==> src/rtl/irq_sched_pkg.sv <==
// Shared types and limits for the interrupt scheduler.
package irq_sched_pkg;

   localparam int unsigned MAX_SRC = 32;

   typedef enum logic [1:0] {
      IDLE    = 2'd0,
      GRANT   = 2'd1,
      HOLDOFF = 2'd2
   } irq_sched_state_t;

endpackage

==> src/rtl/rr_arbiter.sv <==
// Combinational round-robin picker: lowest requesting index at or above ptr, wrapping to 0.
module rr_arbiter #(
   parameter int unsigned N    = 8,
   parameter int unsigned ID_W = $clog2(N)
) (
   input  logic [N-1:0]    req,
   input  logic [ID_W-1:0] ptr,
   output logic            any,
   output logic [ID_W-1:0] idx
);

   logic [2*N-1:0] dbl;
   logic [ID_W:0]  pos;
   logic [ID_W:0]  wrap;

   assign dbl = {req, req};

   // Scanning the doubled vector from ptr gives the wrap-around order without a modulo.
   always_comb begin
      any  = 1'b0;
      idx  = '0;
      pos  = '0;
      wrap = '0;
      for (int k = 0; k < int'(N); k++) begin
         pos = {1'b0, ptr} + (ID_W+1)'(k);
         if (!any && dbl[pos]) begin
            any  = 1'b1;
            wrap = (pos >= (ID_W+1)'(N)) ? pos - (ID_W+1)'(N) : pos;
            idx  = ID_W'(wrap);
         end
      end
   end

endmodule

==> src/rtl/irq_scheduler.sv <==
// Latches event pulses as pending bits and grants one unmasked source at a time
// to the CPU with a valid/ack handshake and a programmable post-ack holdoff.
module irq_scheduler
   import irq_sched_pkg::*;
#(
   parameter int unsigned N_SRC  = 8,
   parameter int unsigned ID_W   = $clog2(N_SRC),
   parameter int unsigned HOLD_W = 16
) (
   input  logic              clk_i,
   input  logic              arst_n_i,
   input  logic              enable_i,
   input  logic [N_SRC-1:0]  mask_i,
   input  logic [HOLD_W-1:0] holdoff_i,
   input  logic              clear_all_i,
   input  logic [N_SRC-1:0]  event_i,
   output logic              irq_o,
   output logic [ID_W-1:0]   irq_id_o,
   input  logic              ack_i,
   output logic [N_SRC-1:0]  pending_o,
   output logic [N_SRC-1:0]  overflow_o
);

   irq_sched_state_t  state, state_nxt;
   logic [HOLD_W-1:0] cnt, cnt_nxt;
   logic [ID_W-1:0]   ptr;
   logic [ID_W-1:0]   arb_idx;
   logic              arb_any;
   logic              grant_load;
   logic              ack_take;
   logic [N_SRC-1:0]  cand;
   logic [N_SRC-1:0]  clr;
   logic [N_SRC-1:0]  pend_nxt;
   logic [N_SRC-1:0]  ovf_nxt;

   // Only registered pending bits compete; a same-cycle event waits one cycle.
   assign cand = pending_o & mask_i;

   rr_arbiter #(
      .N    (N_SRC),
      .ID_W (ID_W)
   ) u_arb (
      .req (cand),
      .ptr (ptr),
      .any (arb_any),
      .idx (arb_idx)
   );

   always_comb begin
      state_nxt  = state;
      cnt_nxt    = cnt;
      grant_load = 1'b0;
      ack_take   = 1'b0;
      case (state)
         IDLE: begin
            if (enable_i && arb_any) begin
               state_nxt  = GRANT;
               grant_load = 1'b1;
            end
         end
         GRANT: begin
            if (ack_i) begin
               ack_take = 1'b1;
               if (holdoff_i == '0) begin
                  state_nxt = IDLE;
               end else begin
                  state_nxt = HOLDOFF;
                  cnt_nxt   = holdoff_i;
               end
            end
         end
         HOLDOFF: begin
            if (cnt <= HOLD_W'(1)) begin
               state_nxt = IDLE;
               cnt_nxt   = '0;
            end else begin
               cnt_nxt = cnt - HOLD_W'(1);
            end
         end
         default: begin
            state_nxt = IDLE;
            cnt_nxt   = '0;
         end
      endcase
   end

   // Set wins over clear, so an event coincident with its own clear stays pending.
   always_comb begin
      clr = '0;
      if (ack_take) begin
         clr = N_SRC'(1) << irq_id_o;
      end
      if (clear_all_i) begin
         clr = '1;
      end
      pend_nxt = (pending_o & ~clr) | event_i;
      ovf_nxt  = clear_all_i ? '0 : (overflow_o | (event_i & pending_o & ~clr));
   end

   always_ff @(posedge clk_i or negedge arst_n_i) begin
      if (!arst_n_i) begin
         state <= IDLE;
         cnt   <= '0;
      end else begin
         state <= state_nxt;
         cnt   <= cnt_nxt;
      end
   end

   always_ff @(posedge clk_i or negedge arst_n_i) begin
      if (!arst_n_i) begin
         ptr        <= '0;
         irq_o      <= 1'b0;
         irq_id_o   <= '0;
         pending_o  <= '0;
         overflow_o <= '0;
      end else begin
         irq_o      <= (state_nxt == GRANT);
         pending_o  <= pend_nxt;
         overflow_o <= ovf_nxt;
         if (grant_load) begin
            irq_id_o <= arb_idx;
         end
         if (ack_take) begin
            ptr <= (irq_id_o == ID_W'(N_SRC - 1)) ? '0 : irq_id_o + ID_W'(1);
         end
      end
   end

endmodule

==> config.mk <==
export PLATFORM = sky130hd
export DESIGN_NAME = irq_scheduler
export DESIGN_NICKNAME = d
export VERILOG_FILES = /design/src/rtl/irq_sched_pkg.sv /design/src/rtl/rr_arbiter.sv /design/src/rtl/irq_scheduler.sv
export SDC_FILE = /design/constraint.sdc
export NUM_CORES = 1
export LEC_CHECK = 0
export ABC_AREA = 1
export ABC_CLOCK_PERIOD_IN_PS = 4070
export BUFFER_PORTS_ARGS = -buffer_cell sky130_fd_sc_hd__buf_4
export CORE_MARGIN = 3
export CORE_UTILIZATION = 63
export CTS_BUF_LIST = sky130_fd_sc_hd__clkbuf_4
export DETAILED_ROUTE_END_ITERATION = 8
export GPL_TIMING_DRIVEN = 0
export PLACE_DENSITY_LB_ADDON = 0.12
export SLEW_MARGIN = 20
export SYNTH_ARGS = -nofsm -noshare
export SYNTH_HDL_FRONTEND = slang
export SYNTH_HIERARCHICAL = 1
export SYNTH_SLANG_ARGS = --single-unit
==> constraint.sdc <==
create_clock -name clk_i -period 4.07 [get_ports clk_i]
set_clock_uncertainty 0.05 [all_clocks]
set_input_delay 0.814 -clock clk_i [delete_from_list [all_inputs] [get_ports clk_i]]
set_output_delay 0.814 -clock clk_i [all_outputs]
set_load 0.02 [all_outputs]
==> flow_metrics.tcl <==
set metrics [dict create \
    synth_cell_types 37 \
    max-slew-margin-rel 0.644 \
    path_clk_slew_ps 130 \
    cts_setup_buffers 0 \
    cp_max_fo 10 \
    cts_sinks 41 \
    core-area_sq_um 4850 \
    reg2reg_slack_ps 1200 \
    worst_pin_slew_ps 534 \
    layout.nets 607 \
    start_util 0.671 \
    finalPower_uw 3230 \
    r2r-end "irq_o$_DFF_PN0_" \
    worstSkewPairLatency_ps 370 \
    num_rows 25 \
    clockPowerShare 0.085 \
    synth_warnings 6 \
    swShare 0.554 \
    p_int_uw 1440 \
    p_sw_uw 1790 \
    yosys.area.top_type "dfrtp_1" \
    drt-vias-per-instance 5.36 \
    hold_viol_final 0 \
    tns_ps 0 \
    htreeDepth 2 \
    cp-end-kind "register" \
    rsz0062_at_grt "false" \
    antenna_found_initial 0 \
    drive_gt1_frac 0.200 \
    hold_class "in2async" \
    startpoint_type "register" \
    n_antenna_cell 0 \
    grt_pass1_wl_mm 14.3 \
    cp.arrival_ps 3100 \
    wire_per_inst_microns 13.1 \
    status "completed" \
    cts_max_path_buffers 2 \
    vias 3340 \
    yosys-top-cells-area "dfrtp_1 32%, nand2_1 21%, nand3_1 9.4%" \
    syn_avg_cell_area_sq_um 6.62 \
    io_buffer_count 56 \
    min_period_ps 2870 \
    final_max_slew_viol_count 0 \
    dieArea_sq_um 6070 \
    cts-root-buf "clkbuf_4" \
    max-cap-violations 0 \
    p_comb_frac 0.714 \
    fmax_mhz 348 \
    gp_congestion 0.955 \
    grt_overflow_total 0 \
    setup_violations 0 \
    grt_usage 0.294 \
    synthFlopType "dfrtp_1" \
    grt_pass1_vias 3207 \
    drt_iter0_markers 348 \
    pwr_density_cell_nw_per_um2 841 \
    grt_max_degree 42 \
    ios 57 \
    p_leak_uw 0.00219 \
    synth_nets 544 \
    cts_buffers 5 \
    finalWirelength_mm 8.19 \
    ir_drop_v 0.000412 \
    drt_pass1_iterations 6 \
    dp_hpwl_mm 6.59 \
    fin_crit_sh 0.706 \
    cts_resized 0 \
    syn_inst 492 \
    async_flop_share 1.00 \
    yosysSeqAreaShare 0.315 \
    critPathRequiredTime_ps 4290 \
    drcViolationCount 0 \
    die_w_microns 77.9 \
    postCtsHoldBufs 0 \
    syn_area_sq_um 3260 \
    crit_type "reg2reg" \
    synth_top_area_share 0.315 \
    synth_edf_count 0 \
    die_y_microns 77.9 \
    reg2regPathDepth 18 \
    ys_ff_latch 41 \
    syn_to_final_growth_pct 18.1 \
    final_antenna_net_count 0 \
    reg2reg_from "ptr[0]$_DFFE_PN0P_" \
    cts_tree "done" \
    pwr-share-seq 0.201 \
]
## cell usage after synthesis (4+ instances only)
cell type,n
a21oi_1,7
dfrtp_1,41
ha_1,15
inv_1,54
inv_2,6
nand2_1,184
nand2_2,9
nand3_1,61
nand3_2,6
nand4_1,4
nor2_1,46
nor2_2,5
nor2_4,5
o21a_1,6
o21ai_0,4
o21ai_1,7
xnor2_1,4
xor2_1,4
## area by class of cell
type                       count  area, sq um
buffer                         9         75.1
clock buffer                   5         37.5
clock inverter                 3         46.3
fill                         382         1000
inverter                      62          236
multi-input combinational    380         1920
sequential                    41         1030
tap                           67         83.8
timing repair buffer          56          420
## registers in the layout, indices dropped and copies added, names as in the netlist
name,count
state,2
cnt,16
overflow_o,8
pending_o,8
irq_o,1
ptr,3
irq_id_o,3
## cells by family (layout without fill, tap and decap cells)
family,after synthesis,count (layout),synth area share
AO/OA/AOI/OAI,32,32,0.0642
buffers and inverters,71,135,0.0957
AND/OR/NAND/NOR,324,324,0.441
flip-flops,41,41,0.315
XOR/XNOR,9,9,0.0265
adder cells (fa/ha/maj),15,15,0.0576
## worst max-delay path by stage
stage / startpoint / to / slack, ps / cells past startpoint
after floorplan: ptr[0]$_DFFE_PN0P_ / irq_o$_DFF_PN0_ / 1600 / 18
after global placement: ptr[0]$_DFFE_PN0P_ / irq_o$_DFF_PN0_ / 1310 / 18
after detailed placement: ptr[0]$_DFFE_PN0P_ / irq_o$_DFF_PN0_ / 1220 / 18
after CTS: ptr[0]$_DFFE_PN0P_ / irq_o$_DFF_PN0_ / 1210 / 18
after global routing: ptr[0]$_DFFE_PN0P_ / irq_o$_DFF_PN0_ / 950 / 18
final: ptr[0]$_DFFE_PN0P_ / irq_o$_DFF_PN0_ / 1200 / 18
## cell usage in the layout, fill, tap and decap left out, drive strengths merged, types with 6 or more instances in the layout
cell	netlist	routed
nand2	194	194
o21ai	12	12
clkbuf	2	7
a21oi	8	8
dfrtp	41	41
inv	61	61
nor2	56	56
buf	7	63
ha	15	15
nand3	67	67
o21a	6	6
## metal layers
metal  GRT usage  up-vias  routed length (microns)
li1            -     1672                        -
met1       0.386     1528                     3560
met2       0.489      126                     3900
met3      0.0673       14                      609
met4      0.0747        0                      119
met5           0        -                        0
## metrics by stage
stage	worst slack [ps]	instance area (sq um)	std cells	hold WS [ps]	util
2_1_floorplan	1600	3260	492	421	-
3_3_place_gp	1310	3760	615	425	0.775
3_5_place_dp	1220	3760	615	431	0.775
4_1_cts	1210	3840	623	367	0.793
5_1_grt	948	3840	623	377	0.793
6_report	1200	3840	623	368	0.793
## power groups by stage
stage	Sequential [uW]	Combinational, uW	Clock, uW
after detailed placement	655	2260	0
after global routing	667	2630	298
after floorplan	663	1740	0
after global placement	649	2180	0
final	650	2310	276
after CTS	648	2280	277
## worst max-delay path, stage by stage, from the launching register on
cell and delay [ps]:
dfrtp_1 410, buf_6 160, inv_4 50, buf_12 140
ha_1 380, inv_2 150, nand3_1 150, nand3_1 160
nand2_2 100, nor2_4 100, nand4_2 110, nor2_4 170
nand2_2 70, clkinv_2 60, nand2_1 70, nand3_1 210
nand2_1 80, nand3_1 110, nor2_1 50
Note: power is estimated with default switching activity, not from simulation.
